===== src/rtl/mem_port_arbiter.sv =====
// mem_port_arbiter
// Shares one single-port RAM between three requesters:
//   - CPU stores, posted into a small write buffer so the CPU never stalls
//   - the VGA display read port (fixed two-cycle read latency)
//   - the IO (switches/keyboard) write port, with starvation protection
//
// Ports
//   clk, resetN                          clock, synchronous active-low reset
//   cpu_wr_en/cpu_wr_addr/cpu_wr_data    CPU store, pushed into the buffer the same cycle
//   cpu_wbuf_full                        write buffer holds WBUF_DEPTH entries
//   vga_req/vga_addr, vga_gnt            display read request and its grant
//   vga_rvalid/vga_rdata                 read data return, two cycles after vga_gnt
//   io_req/io_addr/io_wdata, io_gnt      IO write request and its grant
//   mem_addr/mem_wdata/mem_wren          registered RAM command
//   mem_rdata                            RAM read data, one cycle after a read command
//   dbgWbufCount, dbgIoWait              buffer occupancy and IO wait counter (observability)
//
// Request/grant handshake: a requester raises *_req with its address/data
// stable and keeps them stable until it sees *_gnt high in the same cycle;
// the transfer is accepted on that clock edge. Grants are combinational
// from the current requests and the arbiter state, and at most one grant
// is high in any cycle.

module mem_port_arbiter #(
   parameter int ADDR_W      = 15,
   parameter int DATA_W      = 16,
   parameter int WBUF_DEPTH  = 4,
   parameter int IO_MAX_WAIT = 8,
   localparam int PTR_W      = $clog2(WBUF_DEPTH),
   localparam int CNT_W      = PTR_W + 1,
   localparam int WAIT_W     = $clog2(IO_MAX_WAIT + 1)
) (
   input  logic              clk,
   input  logic              resetN,
   input  logic              cpu_wr_en,
   input  logic [ADDR_W-1:0] cpu_wr_addr,
   input  logic [DATA_W-1:0] cpu_wr_data,
   output logic              cpu_wbuf_full,
   input  logic              vga_req,
   input  logic [ADDR_W-1:0] vga_addr,
   output logic              vga_gnt,
   output logic              vga_rvalid,
   output logic [DATA_W-1:0] vga_rdata,
   input  logic              io_req,
   input  logic [ADDR_W-1:0] io_addr,
   input  logic [DATA_W-1:0] io_wdata,
   output logic              io_gnt,
   output logic [ADDR_W-1:0] mem_addr,
   output logic [DATA_W-1:0] mem_wdata,
   output logic              mem_wren,
   input  logic [DATA_W-1:0] mem_rdata,
   output logic [CNT_W-1:0]  dbgWbufCount,
   output logic [WAIT_W-1:0] dbgIoWait
);

   typedef enum logic [1:0] {
      GNT_NONE = 2'd0,
      GNT_CPU  = 2'd1,
      GNT_IO   = 2'd2,
      GNT_VGA  = 2'd3
   } grantSel_t;

   // ------------------------------------------------------------------
   // Posted write buffer
   // ------------------------------------------------------------------
   logic [ADDR_W-1:0] wbufAddr [WBUF_DEPTH];
   logic [DATA_W-1:0] wbufData [WBUF_DEPTH];
   logic [PTR_W-1:0]  wrPtr;
   logic [PTR_W-1:0]  rdPtr;
   logic [CNT_W-1:0]  wbufCount;
   logic              wbufFull;
   logic              wbufEmpty;
   logic              pushEn;
   logic              popEn;
   logic [ADDR_W-1:0] headAddr;
   logic [DATA_W-1:0] headData;

   // IO starvation counter
   logic [WAIT_W-1:0] ioWait;
   logic              ioStarving;

   // Arbitration result and read pipeline
   grantSel_t grantSel;
   logic      vgaPend;

   assign wbufFull   = (wbufCount == CNT_W'(WBUF_DEPTH));
   assign wbufEmpty  = (wbufCount == '0);
   assign ioStarving = (ioWait == WAIT_W'(IO_MAX_WAIT));

   // Stores are ignored while reset is asserted.
   assign pushEn = resetN && cpu_wr_en;
   assign popEn  = (grantSel == GNT_CPU);

   // The head is read before this cycle's push lands, so a push into a
   // full buffer (which always coincides with a drain) overwrites the slot
   // only after the old head has been handed to the RAM command register.
   assign headAddr = wbufAddr[rdPtr];
   assign headData = wbufData[rdPtr];

   // ------------------------------------------------------------------
   // Arbitration: a full buffer must drain first so a same-cycle push can
   // never overflow; a starving IO request then beats the display.
   // ------------------------------------------------------------------
   always_comb begin
      grantSel = GNT_NONE;
      if (!resetN) begin
         grantSel = GNT_NONE;
      end else if (wbufFull) begin
         grantSel = GNT_CPU;
      end else if (io_req && ioStarving) begin
         grantSel = GNT_IO;
      end else if (vga_req) begin
         grantSel = GNT_VGA;
      end else if (!wbufEmpty) begin
         grantSel = GNT_CPU;
      end else if (io_req) begin
         grantSel = GNT_IO;
      end
   end

   always_comb begin
      vga_gnt = (grantSel == GNT_VGA);
      io_gnt  = (grantSel == GNT_IO);
   end

   // ------------------------------------------------------------------
   // Write buffer storage and pointers (power-of-two depth, so the
   // pointers wrap naturally).
   // ------------------------------------------------------------------
   always_ff @(posedge clk) begin
      if (pushEn) begin
         wbufAddr[wrPtr] <= cpu_wr_addr;
         wbufData[wrPtr] <= cpu_wr_data;
      end
   end

   always_ff @(posedge clk) begin
      if (!resetN) begin
         wrPtr     <= '0;
         rdPtr     <= '0;
         wbufCount <= '0;
      end else begin
         if (pushEn) begin
            wrPtr <= wrPtr + PTR_W'(1);
         end
         if (popEn) begin
            rdPtr <= rdPtr + PTR_W'(1);
         end
         case ({pushEn, popEn})
            2'b10:   wbufCount <= wbufCount + CNT_W'(1);
            2'b01:   wbufCount <= wbufCount - CNT_W'(1);
            default: wbufCount <= wbufCount;
         endcase
      end
   end

   // ------------------------------------------------------------------
   // IO wait counter: counts cycles an IO request has been refused,
   // saturating at the starvation threshold.
   // ------------------------------------------------------------------
   always_ff @(posedge clk) begin
      if (!resetN) begin
         ioWait <= '0;
      end else if (!io_req || io_gnt) begin
         ioWait <= '0;
      end else if (!ioStarving) begin
         ioWait <= ioWait + WAIT_W'(1);
      end
   end

   // ------------------------------------------------------------------
   // Registered RAM command. With no grant the address/data hold so the
   // RAM inputs do not toggle needlessly.
   // ------------------------------------------------------------------
   always_ff @(posedge clk) begin
      if (!resetN) begin
         mem_addr  <= '0;
         mem_wdata <= '0;
         mem_wren  <= 1'b0;
      end else begin
         case (grantSel)
            GNT_CPU: begin
               mem_addr  <= headAddr;
               mem_wdata <= headData;
               mem_wren  <= 1'b1;
            end
            GNT_IO: begin
               mem_addr  <= io_addr;
               mem_wdata <= io_wdata;
               mem_wren  <= 1'b1;
            end
            GNT_VGA: begin
               mem_addr  <= vga_addr;
               mem_wren  <= 1'b0;
            end
            default: begin
               mem_wren  <= 1'b0;
            end
         endcase
      end
   end

   // ------------------------------------------------------------------
   // Read return: grant -> command cycle (vgaPend) -> data cycle
   // (vga_rvalid). The RAM presents data in the data cycle, so the data is
   // forwarded straight through and forced to zero when not valid.
   // ------------------------------------------------------------------
   always_ff @(posedge clk) begin
      if (!resetN) begin
         vgaPend    <= 1'b0;
         vga_rvalid <= 1'b0;
      end else begin
         vgaPend    <= (grantSel == GNT_VGA);
         vga_rvalid <= vgaPend;
      end
   end

   assign vga_rdata     = vga_rvalid ? mem_rdata : '0;
   assign cpu_wbuf_full = wbufFull;
   assign dbgWbufCount  = wbufCount;
   assign dbgIoWait     = ioWait;

endmodule


===== config.mk =====
export PLATFORM = sky130hd
export DESIGN_NAME = mem_port_arbiter
export DESIGN_NICKNAME = d
export VERILOG_FILES = /design/src/rtl/mem_port_arbiter.sv
export SDC_FILE = /design/constraint.sdc
export NUM_CORES = 1
export LEC_CHECK = 0
export CAP_MARGIN = 15
export CORE_UTILIZATION = 47
export CTS_BUF_LIST = sky130_fd_sc_hd__clkbuf_8
export DETAILED_ROUTE_END_ITERATION = 10
export GPL_TIMING_DRIVEN = 0
export PLACE_DENSITY_LB_ADDON = 0.1
export SLEW_MARGIN = 25
export SYNTH_ARGS = -nofsm -noshare
export SYNTH_HDL_FRONTEND = slang
export SYNTH_SLANG_ARGS = --single-unit

===== constraint.sdc =====
create_clock -name clk -period 2.45 [get_ports clk]
set_input_delay 0.3675 -clock clk [delete_from_list [all_inputs] [get_ports clk]]
set_output_delay 0.3675 -clock clk [all_outputs]
set_load 0.01 [all_outputs]

* Yosys cells after proc, flatten, opt, wreduce, memory -nomap -nowiden *
Memories as Yosys holds them, arrays and structs flattened. A register that Yosys moved wholly into a read port is not among the register bits.
Cells that the tools add are included.
Widths: inputs -> output; s select.

word-level totals
  register bits = 45
  memory bits (writable) = 124
  input bits = 98
  output and inout port bits = 59
  logic and storage cells = 51
  memories = 2

memory list
  name      words  bits a word  rd ports  clocked after memory_dff  write ports  RTL line  text
  wbufData  4      16           1         1                         1            67        logic [DATA_W-1:0] wbufData [WBUF_DEPTH];
  wbufAddr  4      15           1         1                         1            66        logic [ADDR_W-1:0] wbufAddr [WBUF_DEPTH];

operators by class
  add/sub/neg operators = 5
  eq/ne operators = 7
  mux-type cells = 17
  bitwise logic cells = 1
  reduce and logical (&&, ||, !) cells = 10

operators with widths
  cell                 count
  $pmux 15 s3          1
  $pmux 16 s2          1
  $mux 2               10
  $mux 16              1
  $eq 2x2->1 const B   3
  $pmux 3 s2           1
  $add 2x1->2 const B  2
  $add 4x1->4 const B  1
  $eq 2x1->1 const B   2
  $eq 4x4->1 const B   1
  $reduce_bool 2->1    2
  $reduce_or 2->1      2
  $add 3x1->3 const B  1
  $eq 3x3->1 const B   1
  $logic_not 3->1      1
  $mux 1               3
  $reduce_bool 3->1    1
  $sub 3x1->3 const B  1
  $logic_and 1x1->1    2
  $logic_not 1->1      1
  $logic_or 1x1->1     1
  $not 1->1            1

* Depth between registers and ports, before layout *
Gate-level depths: netlist of the first run.

  depth in word-level cells = 9
  depth in mapped cells = 13
  gate-level depth less buffers = 11

* Least setup slack after synthesis of the first run *
No wires, ideal clock.

  path kind = register -> register
  start = register ioWait[0], in the netlist dbgIoWait[0]
  end = register wbufCount[2], in the netlist dbgWbufCount[2]
  library setup time = 70 ps
  arrival time = 2555 ps
  data required time = 2380 ps
  slack = -175 ps
  cell stages (with the launch flop) = 13
  path buffers = 1
  period minus slack after synthesis = 2625 ps
  path through = dfxtp_1 -> inv_1 -> ha_1 -> and3b_1 -> clkbuf_1 -> a21oi_1 -> o21a_1 -> ha_1 -> ha_1 -> fa_1 -> xnor2_1 -> or3_1 -> a21oi_1

on the way
  longest elaborated chain between the ends = 8
  elaborated cells between the ends (all ways) = 10
  classes of those cells = 4 x eq/ne; 4 x mux; 2 x reduce/logical

ends and longest elaborated chain
  element                                          RTL line  text
  start, declared                                  79        logic [WAIT_W-1:0] ioWait;
  start signal, assigned                           167       ioWait <= ioWait + WAIT_W'(1);
  $eq 4x4->1 (*)                                   88        assign ioStarving = (ioWait == WAIT_W'(IO_MAX_WAIT));
  $logic_and 1x1->1 (*)                            110       end else if (io_req && ioStarving) begin
  $mux 2 (*)                                       110
  $mux 2 (*)                                       108       end else if (wbufFull) begin
  $mux 2 (*)                                       106       if (!resetN) begin
  $eq 2x1->1 (*)                                   92        assign popEn = (grantSel == GNT_CPU);
  $eq 2x1->1 or $eq 2x2->1 (tied branches)         149       case ({pushEn, popEn})
  $pmux 3 s2 or $reduce_bool 2->1 (tied branches)  n/a
  end signal, assigned                             150       2'b10: wbufCount <= wbufCount + CNT_W'(1);
  end signal, assigned                             151       2'b01: wbufCount <= wbufCount - CNT_W'(1);
  end signal, assigned                             152       default: wbufCount <= wbufCount;
  end, declared                                    70        logic [CNT_W-1:0] wbufCount;

Every way passes the cells marked *; elsewhere a longest branch is shown, timed or not.
A chain may end at the register's enable or synchronous reset.

* Final worst setup path of the first run *
  start = register ioWait[1], in the netlist dbgIoWait[1]
  end = register wbufCount[2], in the netlist dbgWbufCount[2]

The elaborated chain is that of the path after synthesis.

==> flow_metrics.env, run 1 <==
export IMPL_p_int_mw=5.13
export IMPL_clock_path_buffers=2
export IMPL_cts_max_level=4
export IMPL_syn_num_nets=581
export IMPL_worst_setup_path_start_kind="register"
export IMPL_area_growth_pct=37.4
export IMPL_ys_warn_count=0
export IMPL_synth_edf_count=124
export IMPL_dr_first_iter_drc_count=360
export IMPL_pwr_share_comb=0.248
export IMPL_diodes=0
export IMPL_portBuffers=155
export IMPL_async_flop_share=0
export IMPL_avgSynthCellArea_sq_um=14.6
export IMPL_grt_max_degree=20
export IMPL_fin_skew_ns=0.00625
export IMPL_cpMaxStageDelayCell="dfxtp_4"
export IMPL_grt_pass1_wl_um=24400
export IMPL_fin_crit_ns=2.42
export IMPL_ys_ff_latch=171
export IMPL_critPathTopFamily="adder cells"
export IMPL_drc=0
export IMPL_setup_tns_ns=0
export IMPL_place_hpwl_um=10900
export IMPL_fill_cells=1028
export IMPL_ant_nets=0
export IMPL_crit_path_end_kind="register"
export IMPL_cts_buffers=17
export IMPL_p_leak_nw=3.32
export IMPL_core_area_sq_um=14100
export IMPL_powerDensity_nw_per_um2=739
export IMPL_outcome="complete, no violations"
export IMPL_cp_required_ns=2.84
export IMPL_post_drt_wl_per_cell_um=19.5
export IMPL_path_buf_inv=1
export IMPL_switchingPower_mw=1.88
export IMPL_synth_compound_area_frac=0.0976
export IMPL_clock_sinks=171
export IMPL_cp_arrival_ns=2.81
export IMPL_drive_above_1_share=0.233
export IMPL_fin_nets=770
export IMPL_wirelength_um=16700
export IMPL_slowest_delay_ns=0.35
export IMPL_insertion_delay_ns=0.46
export IMPL_tritoncts="built"
export IMPL_via_per_inst=5.52
export IMPL_ir_drop_v=0.000470
export IMPL_setup_violations_final=0
export IMPL_final_cell_mix="clkdlybuf4s50_1, edfxtp_1, mux2_2"
export IMPL_max_freq_mhz=413
export IMPL_design_power_total_mw=7.01
export IMPL_startpoint="dbgIoWait[1]"
export IMPL_synth_cell_types=34
export IMPL_gr_total_overflow=0
export IMPL_worst_pin_slew_ns=0.568
export IMPL_pin_count=157
export IMPL_hold_violations=0
export IMPL_place_congestion=0.737
export IMPL_hold_buffers=0
export IMPL_rows=43
export IMPL_ys_seq_area_frac=0.676
export IMPL_fin_util=0.673
export IMPL_synthXorXnorAreaFrac=0.0102
export IMPL_maxCapViolations=0
export IMPL_dieArea_sq_um=15200
export IMPL_synthAdderAreaFrac=0.0229
export IMPL_antenna_found_initial=0
export IMPL_slew_headroom=0.621
export IMPL_rsz0062_at_grt="true"
export IMPL_crit_type="register to register"
export IMPL_dieWidth_um=123
export IMPL_grt_total_usage=0.224
export IMPL_clk_pin_slew_ns=0.08
export IMPL_synthMuxAreaShare=0.113
export IMPL_fp_dieH_um=123
export IMPL_final_common_cell="clkdlybuf4s50_1"
export IMPL_clock_power_share=0.263
export IMPL_drtPass1Iterations=9
export IMPL_vias=4707
export IMPL_hold_ws_ns=0.402
export IMPL_netlist_instances=471
export IMPL_initial_core_util=0.489
export IMPL_path_max_fanout=3
export IMPL_synth_flop_cell="edfxtp_1"
export IMPL_hold_class="input port to register"
export IMPL_synth_top_family_by_area="multiplexers"
export IMPL_crit_chain="inv_1 -> ha_1 -> and3b_2 -> a21oi_2 -> o21a_1 -> ha_2 -> ha_4 -> fa_2 -> xnor2_1 -> or3_1 -> a21oi_2"
export IMPL_grt_pass1_vias=4668
export IMPL_root_buffer="clkbuf_8"
export IMPL_yosys_area_share_simple=0.0550
export IMPL_slew_violations=0
export IMPL_swShare=0.268
export IMPL_holdCritStartpoint="resetN"
export IMPL_crit_top_cell="a21oi_2"
export IMPL_reg2reg_from="dbgIoWait[1]"
export IMPL_syn_area_sq_um=6900
export IMPL_seqPwrFrac=0.489
export IMPL_fin_crit_sh=0.987
registers in the layout (all words and copies together), names as in the netlist, named ones only:
| signal | count |
|---|---|
| dbgIoWait | 4 |
| mem_wdata | 16 |
| wrPtr | 2 |
| mem_wren | 1 |
| mem_addr | 15 |
| vga_rvalid | 1 |
| rdPtr | 2 |
| dbgWbufCount | 3 |
| wbufData | 64 |
| vgaPend | 1 |
| wbufAddr | 60 |
synthesized netlist by cell type, drive strengths merged, types with 4 or more instances:
master    n  area share
and2     19       0.017
a221oi   15       0.019
edfxtp  124        0.54
o21ai    33       0.024
a21oi    18       0.013
clkbuf   16      0.0087
nor2     12      0.0065
a222oi   16       0.023
a31oi    15       0.014
mux2     62        0.11
xnor2     5      0.0063
buf      14       0.013
ha       11       0.020
inv       7      0.0038
dfxtp    47        0.14
nand2    33       0.018
and3      4      0.0036
stage by stage:
step           setup slack, ns  instance area (sq um)  instances
5_1_grt                -0.0766                   9480        853
6_report                0.0310                   9480        853
3_5_place_dp            -0.481                   8820        810
3_3_place_gp            -0.739                   8710        806
2_1_floorplan         -0.00432                   6930        471
4_1_cts                -0.0375                   9330        848
power by group through the flow:
stage / clock network (mW) / registers, mW / logic, mW
6_report: 1.84 / 3.42 / 1.74
5_1_grt: 1.98 / 3.45 / 1.86
4_1_cts: 1.86 / 3.42 / 1.66
3_5_place_dp: 0 / 3.49 / 1.57
3_3_place_gp: 0 / 3.48 / 1.54
2_1_floorplan: 0 / 3.53 / 0.758
final cells by class:
| cell class | instances | area [sq um] | share of cell area |
|---|---|---|---|
| Sequential cell | 171 | 4670 | 0.492 |
| Timing Repair Buffer | 172 | 1760 | 0.186 |
| Clock inverter | 14 | 115 | 0.0121 |
| Buffer | 28 | 206 | 0.0218 |
| Inverter | 7 | 26.3 | 0.00277 |
| Tap cell | 180 | 225 | 0.0238 |
| Clock buffer | 18 | 248 | 0.0261 |
| Multi-Input combinational cell | 263 | 2230 | 0.235 |
tightest hold or removal path, cell delays in order:
cell,delay [ns]
clkbuf_1,0.24
o21ai_0,0.15
a31oi_1,0.06
metal layers:
| layer | vias to the layer above | wire [um] | share of wire | GRT usage |
|---|---|---|---|---|
| met5 | - | 0 | 0 | 0 |
| met4 | 0 | 403 | 0.024 | 0.104 |
| met3 | 35 | 1130 | 0.068 | 0.0544 |
| met2 | 183 | 8000 | 0.48 | 0.363 |
| met1 | 2299 | 7130 | 0.43 | 0.284 |
| li1 | 2190 | - | - | - |
what timing repair did:
| action | in CTS | in global routing |
|---|---|---|
| pin swaps | 6 | 14 |
| gates resized for setup | 34 | 37 |
| setup buffers | 8 | 4 |
| setup endpoints to repair | 40 | 30 |
| cloned | 0 | 1 |
cells by family (layout without fill, tap and decap cells):
kind of cell	count (synthesis)	after routing
AO/OA/AOI/OAI	101	101
AND/OR/NAND/NOR	77	77
buffers and inverters	37	239
flip-flops	171	171
adder cells (fa/ha/maj)	12	12
multiplexers	65	65
XOR/XNOR	8	8
final timing paths:
check	to	slack, ns	depth (start not counted)
max	dbgWbufCount[2]	0.03	11
min reg2reg	vga_rvalid	0.44	1
max reg2reg	dbgWbufCount[2]	0.03	11
min	mem_addr[2]	0.40	3
Power figures use the tool's default switching activity.
==> run 2: changes to the inputs <==
--- a/config.mk
+++ b/config.mk
@@ -6,7 +6,7 @@
 export NUM_CORES = 1
 export LEC_CHECK = 0
 export CAP_MARGIN = 15
-export CORE_UTILIZATION = 47
+export CORE_UTILIZATION = 40
 export CTS_BUF_LIST = sky130_fd_sc_hd__clkbuf_8
 export DETAILED_ROUTE_END_ITERATION = 10
 export GPL_TIMING_DRIVEN = 0
==> flow_metrics.env, run 2 (synthesis gave the netlist of run 1 again) <==
export IMPL_fin_skew_ns=0.0142
export IMPL_p_leak_nw=3.49
export IMPL_cp_required_ns=2.08
export IMPL_pin_count=157
export IMPL_hold_path_depth=3
export IMPL_startpoint="dbgIoWait[0]"
export IMPL_maxCapViolations=0
export IMPL_insertion_delay_ns=0.46
export IMPL_worst_pin_slew_ns=0.545
export IMPL_clk_pin_slew_ns=0.09
export IMPL_initial_core_util=0.413
export IMPL_pwr_share_comb=0.269
export IMPL_grt_total_usage=0.204
export IMPL_antenna_found_initial=0
export IMPL_path_max_fanout=4
export IMPL_vias=4821
export IMPL_fin_crit_ns=2.50
export IMPL_placedCellCount=850
export IMPL_core_area_sq_um=16700
export IMPL_cp_arrival_ns=2.13
export IMPL_final_cell_mix="clkdlybuf4s50_1, edfxtp_1, mux2_2"
export IMPL_slew_violations=0
export IMPL_drc=0
export IMPL_rows=47
export IMPL_fp_dieH_um=133
export IMPL_fin_nets=795
export IMPL_ant_nets=0
export IMPL_dieArea_sq_um=17800
export IMPL_area_growth_pct=44.1
export IMPL_fin_crit_sh=1.02
export IMPL_seqPwrFrac=0.473
export IMPL_fin_util=0.595
export IMPL_dr_first_iter_drc_count=345
export IMPL_portBuffers=155
export IMPL_cts_max_level=4
export IMPL_largest_reg_flops=64
export IMPL_final_common_cell="clkdlybuf4s50_1"
export IMPL_hold_class="input port to register"
export IMPL_top_regs="wbufData (64), wbufAddr (60), mem_wdata (16)"
export IMPL_clock_path_buffers=2
export IMPL_slew_headroom=0.637
export IMPL_clock_power_share=0.257
export IMPL_swShare=0.281
export IMPL_pre_cts_slack_ns=-0.643
export IMPL_holdCritStartpoint="resetN"
export IMPL_p_int_mw=5.21
export IMPL_place_hpwl_um=11700
export IMPL_max_freq_mhz=400
export IMPL_reg2reg_from="dbgIoWait[0]"
export IMPL_multi_input_area_sq_um=2280
export IMPL_cts_buffers=17
export IMPL_dieWidth_um=133
export IMPL_drtPass1Iterations=8
export IMPL_register_area_sq_um=4670
export IMPL_regMostFlops="wbufData"
export IMPL_wirelength_um=18400
export IMPL_worst_setup_path_start_kind="register"
export IMPL_post_drt_wl_per_cell_um=20.1
export IMPL_outcome="finished with violations"
export IMPL_crit_path_end_kind="primary output"
export IMPL_powerDensity_nw_per_um2=729
export IMPL_setup_slack_ns=-0.0523
export IMPL_hold_violations=0
export IMPL_place_congestion=0.746
export IMPL_via_per_inst=5.25
export IMPL_crit_type="register to primary output"
export IMPL_stdcell_count=918
export IMPL_ff2ff_path_depth=18
export IMPL_violations="negative setup slack"
export IMPL_fill_cells=1303
export IMPL_grt_pass1_vias=4922
export IMPL_grt_max_degree=23
export IMPL_ir_drop_v=0.000369
export IMPL_drive_above_1_share=0.302
export IMPL_root_buffer="clkbuf_8"
export IMPL_grt_pass1_wl_um=26800
export IMPL_gr_total_overflow=0
export IMPL_clock_sinks=171
export IMPL_rsz0062_at_grt="true"
export IMPL_tritoncts="built"
export IMPL_hold_ws_ns=0.350
export IMPL_switchingPower_mw=2.04
export IMPL_diodes=0
export IMPL_design_power_total_mw=7.24
export IMPL_setup_violations_final=13
## run 2: cell count changes in the layout (fill, tap and decap cells not counted), moves of 10 or more
| cell | previous run | this run |
|---|---|---|
| nand2_1 | 33 | 15 |
| nand2_2 | 0 | 18 |
| buf_4 | 15 | 25 |
| buf_12 | 0 | 10 |
## run 2: path summary, 6_finish.rpt
kind             endpoint  slack, ns
max               vga_gnt      -0.05
min           mem_addr[1]       0.35
max reg2reg  dbgIoWait[0]      -0.03
min reg2reg    vga_rvalid       0.45
## run 2: power by group through the flow
stage | combinational (mW) | clock, mW | sequential, mW
after floorplan | 0.758 | 0 | 3.53
after global placement | 1.54 | 0 | 3.49
after detailed placement | 1.58 | 0 | 3.49
after CTS | 1.69 | 1.89 | 3.43
after global routing | 2.08 | 2.02 | 3.45
final | 1.95 | 1.86 | 3.43
## run 2: critical path, cell delays in order, from the launching register on
cell     delay [ns]
dfxtp_4        0.38
inv_4          0.04
ha_4           0.14
and3b_2        0.22
o21a_1         0.20
o211a_4        0.27
buf_6          0.12
ha_4           0.17
buf_6          0.12
## run 2: area by class of cell
| class | count | share of cell area |
|---|---|---|
| sequential | 171 | 0.470 |
| multi-input combinational | 263 | 0.230 |
| timing repair buffer | 197 | 0.206 |
| tap | 220 | 0.0277 |
| buffer | 28 | 0.0261 |
| clock buffer | 18 | 0.0249 |
| clock inverter | 14 | 0.0123 |
| inverter | 7 | 0.00327 |
## run 2: metrics by stage
step	TNS (ns)	instance area, sq um
after CTS	-0.158	9460
final	-0.275	9940
after global placement	-125.32	8760
after detailed placement	-21.09	8840
after floorplan	-0.00432	6930
after global routing	-2.42	9940
## run 2: layer usage
layer | GRT usage | up-vias | share of wire
li1 | - | 2233 | -
met1 | 0.260 | 2397 | 0.44
met2 | 0.343 | 166 | 0.49
met3 | 0.0426 | 25 | 0.047
met4 | 0.0758 | 0 | 0.019
met5 | 0 | - | 0
## run 2: timing repair
| item | 4_1_cts | 5_1_grt |
|---|---|---|
| gates resized for setup | 39 | 79 |
| gates cloned | 0 | 6 |
| pin swaps | 9 | 34 |
| buffers inserted | 21 | 12 |
| setup endpoints to repair | 40 | 38 |
| hold buffers | 0 | 0 |
==> run 3: changes to the inputs <==
--- a/config.mk
+++ b/config.mk
@@ -9,8 +9,10 @@
 export CORE_UTILIZATION = 40
 export CTS_BUF_LIST = sky130_fd_sc_hd__clkbuf_8
 export DETAILED_ROUTE_END_ITERATION = 10
+export DONT_BUFFER_PORTS = 1
 export GPL_TIMING_DRIVEN = 0
 export PLACE_DENSITY_LB_ADDON = 0.1
+export REMOVE_ABC_BUFFERS = 1
 export SLEW_MARGIN = 25
 export SYNTH_ARGS = -nofsm -noshare
 export SYNTH_HDL_FRONTEND = slang
==> flow_metrics.env, run 3 (synthesis gave the netlist of run 1 again) <==
export IMPL_path_max_fanout=11
export IMPL_gr_total_overflow=0
export IMPL_vias=4077
export IMPL_drtPass1Iterations=5
export IMPL_top_regs="wbufData (64), wbufAddr (60), mem_wdata (16)"
export IMPL_dpl_cell_area_sq_um=7240
export IMPL_clock_path_buffers=2
export IMPL_insertion_delay_ns=0.45
export IMPL_maxCapViolations=0
export IMPL_place_congestion=0.687
export IMPL_drive_above_1_share=0.309
export IMPL_fin_nets=635
export IMPL_cp_arrival_ns=2.93
export IMPL_antenna_found_initial=0
export IMPL_tritoncts="built"
export IMPL_cts_max_level=4
export IMPL_rows=47
export IMPL_initial_core_util=0.413
export IMPL_crit_path_end_kind="register"
export IMPL_slew_violations=0
export IMPL_clock_sinks=171
export IMPL_grt_pass1_wl_um=24200
export IMPL_diodes=0
export IMPL_highest_layer="met4"
export IMPL_wl_met3_um=1040
export IMPL_post_drt_wl_per_cell_um=21.5
export IMPL_final_cell_mix="edfxtp_1, mux2_2, dfxtp_1"
export IMPL_core_area_sq_um=16700
export IMPL_design_power_total_mw=6.70
export IMPL_grt_max_degree=46
export IMPL_placedCellCount=670
export IMPL_wirelength_um=16300
export IMPL_worst_setup_path_start_kind="register"
export IMPL_dr_first_iter_drc_count=224
export IMPL_clk_pin_slew_ns=0.09
export IMPL_worst_pin_slew_ns=0.523
export IMPL_violations="negative setup slack"
export IMPL_slew_headroom=0.651
export IMPL_fin_skew_ns=0.0153
export IMPL_final_common_cell="edfxtp_1"
export IMPL_powerDensity_nw_per_um2=802
export IMPL_crit_type="register to register"
export IMPL_largest_reg_flops=64
export IMPL_fin_crit_ns=2.55
export IMPL_wl_met1_um=6780
export IMPL_pin_count=157
export IMPL_finish_instance_area_sq_um=8350
export IMPL_fp_dieH_um=133
export IMPL_grt_pass1_vias=4257
export IMPL_outcome="finished with violations"
export IMPL_hold_ws_ns=0.0413
export IMPL_hold_violations=0
export IMPL_place_hpwl_um=9510
export IMPL_root_buffer="clkbuf_8"
export IMPL_fin_util=0.500
export IMPL_via_per_inst=5.38
export IMPL_stdcell_count=758
export IMPL_wl_met2_um=8310
export IMPL_grt_total_usage=0.186
export IMPL_rsz0062_at_grt="true"
export IMPL_hold_class="input port to register"
export IMPL_regMostFlops="wbufData"
export IMPL_ir_drop_v=0.000453
export IMPL_dieWidth_um=133
export IMPL_p_leak_nw=2.83
export IMPL_area_growth_pct=21.0
export IMPL_ant_nets=0
export IMPL_setup_violations_final=18
export IMPL_cp_required_ns=2.82
export IMPL_portBuffers=0
export IMPL_cts_buffers=17
export IMPL_setup_tns_ns=-0.669
export IMPL_drc=0
export IMPL_setup_slack_ns=-0.103
export IMPL_dieArea_sq_um=17800
export IMPL_pre_cts_slack_ns=-0.752
export IMPL_fin_crit_sh=1.04
export IMPL_max_freq_mhz=392
[run 3: path summary, 6_finish.rpt]
| path | slack, ns | end | from | depth (start not counted) |
|---|---|---|---|---|
| hold / removal | 0.04 | vga_rvalid | resetN | 1 |
| setup reg to reg | -0.10 | mem_addr[14] | dbgIoWait[0] | 11 |
| setup / recovery | -0.10 | mem_addr[14] | dbgIoWait[0] | 11 |
| hold reg to reg | 0.44 | vga_rvalid | vgaPend | 1 |
[run 3: layout make-up]
class | instances | area (sq um)
fillers | 1475 | 8350
flip-flops and latches | 171 | 4680
multi-input cells | 263 | 2230
repair buffers | 65 | 746
well taps | 220 | 275
clock buffers | 19 | 262
clock inverters | 13 | 125
inverters | 7 | 32.5
[run 3: routing by layer]
metal	vias up	track usage
met2	126	0.332
met4	0	0.0530
met3	9	0.0590
met5	-	0
met1	2032	0.213
li1	1910	-
[run 3: critical path, cell delays in order (launching register included)]
cell and delay [ns]:
dfxtp_4 0.40, inv_4 0.05, ha_4 0.15, and3b_2 0.22, o21a_1 0.22, o211a_4 0.27, buf_4 0.14, ha_4 0.24
nor3b_4 0.35, clkbuf_16 0.23, nand2_2 0.04, a31oi_1 0.16
[run 3: power breakdown]
group | internal (mW) | total (mW) | leakage [nW] | switching, mW
Sequential | 3.31 | 3.54 | 1.52 | 0.224
Clock | 0.945 | 1.92 | 0.190 | 0.977
Combinational | 0.610 | 1.24 | 1.13 | 0.627
[run 3: repair_timing]
action,4_1_cts,5_1_grt
hold endpoints to repair,125,0
hold buffers,32,0
pin swaps,9,26
setup buffers,13,9
gates cloned,0,2
endpoints found under the setup margin,37,35
gates resized for setup,23,22
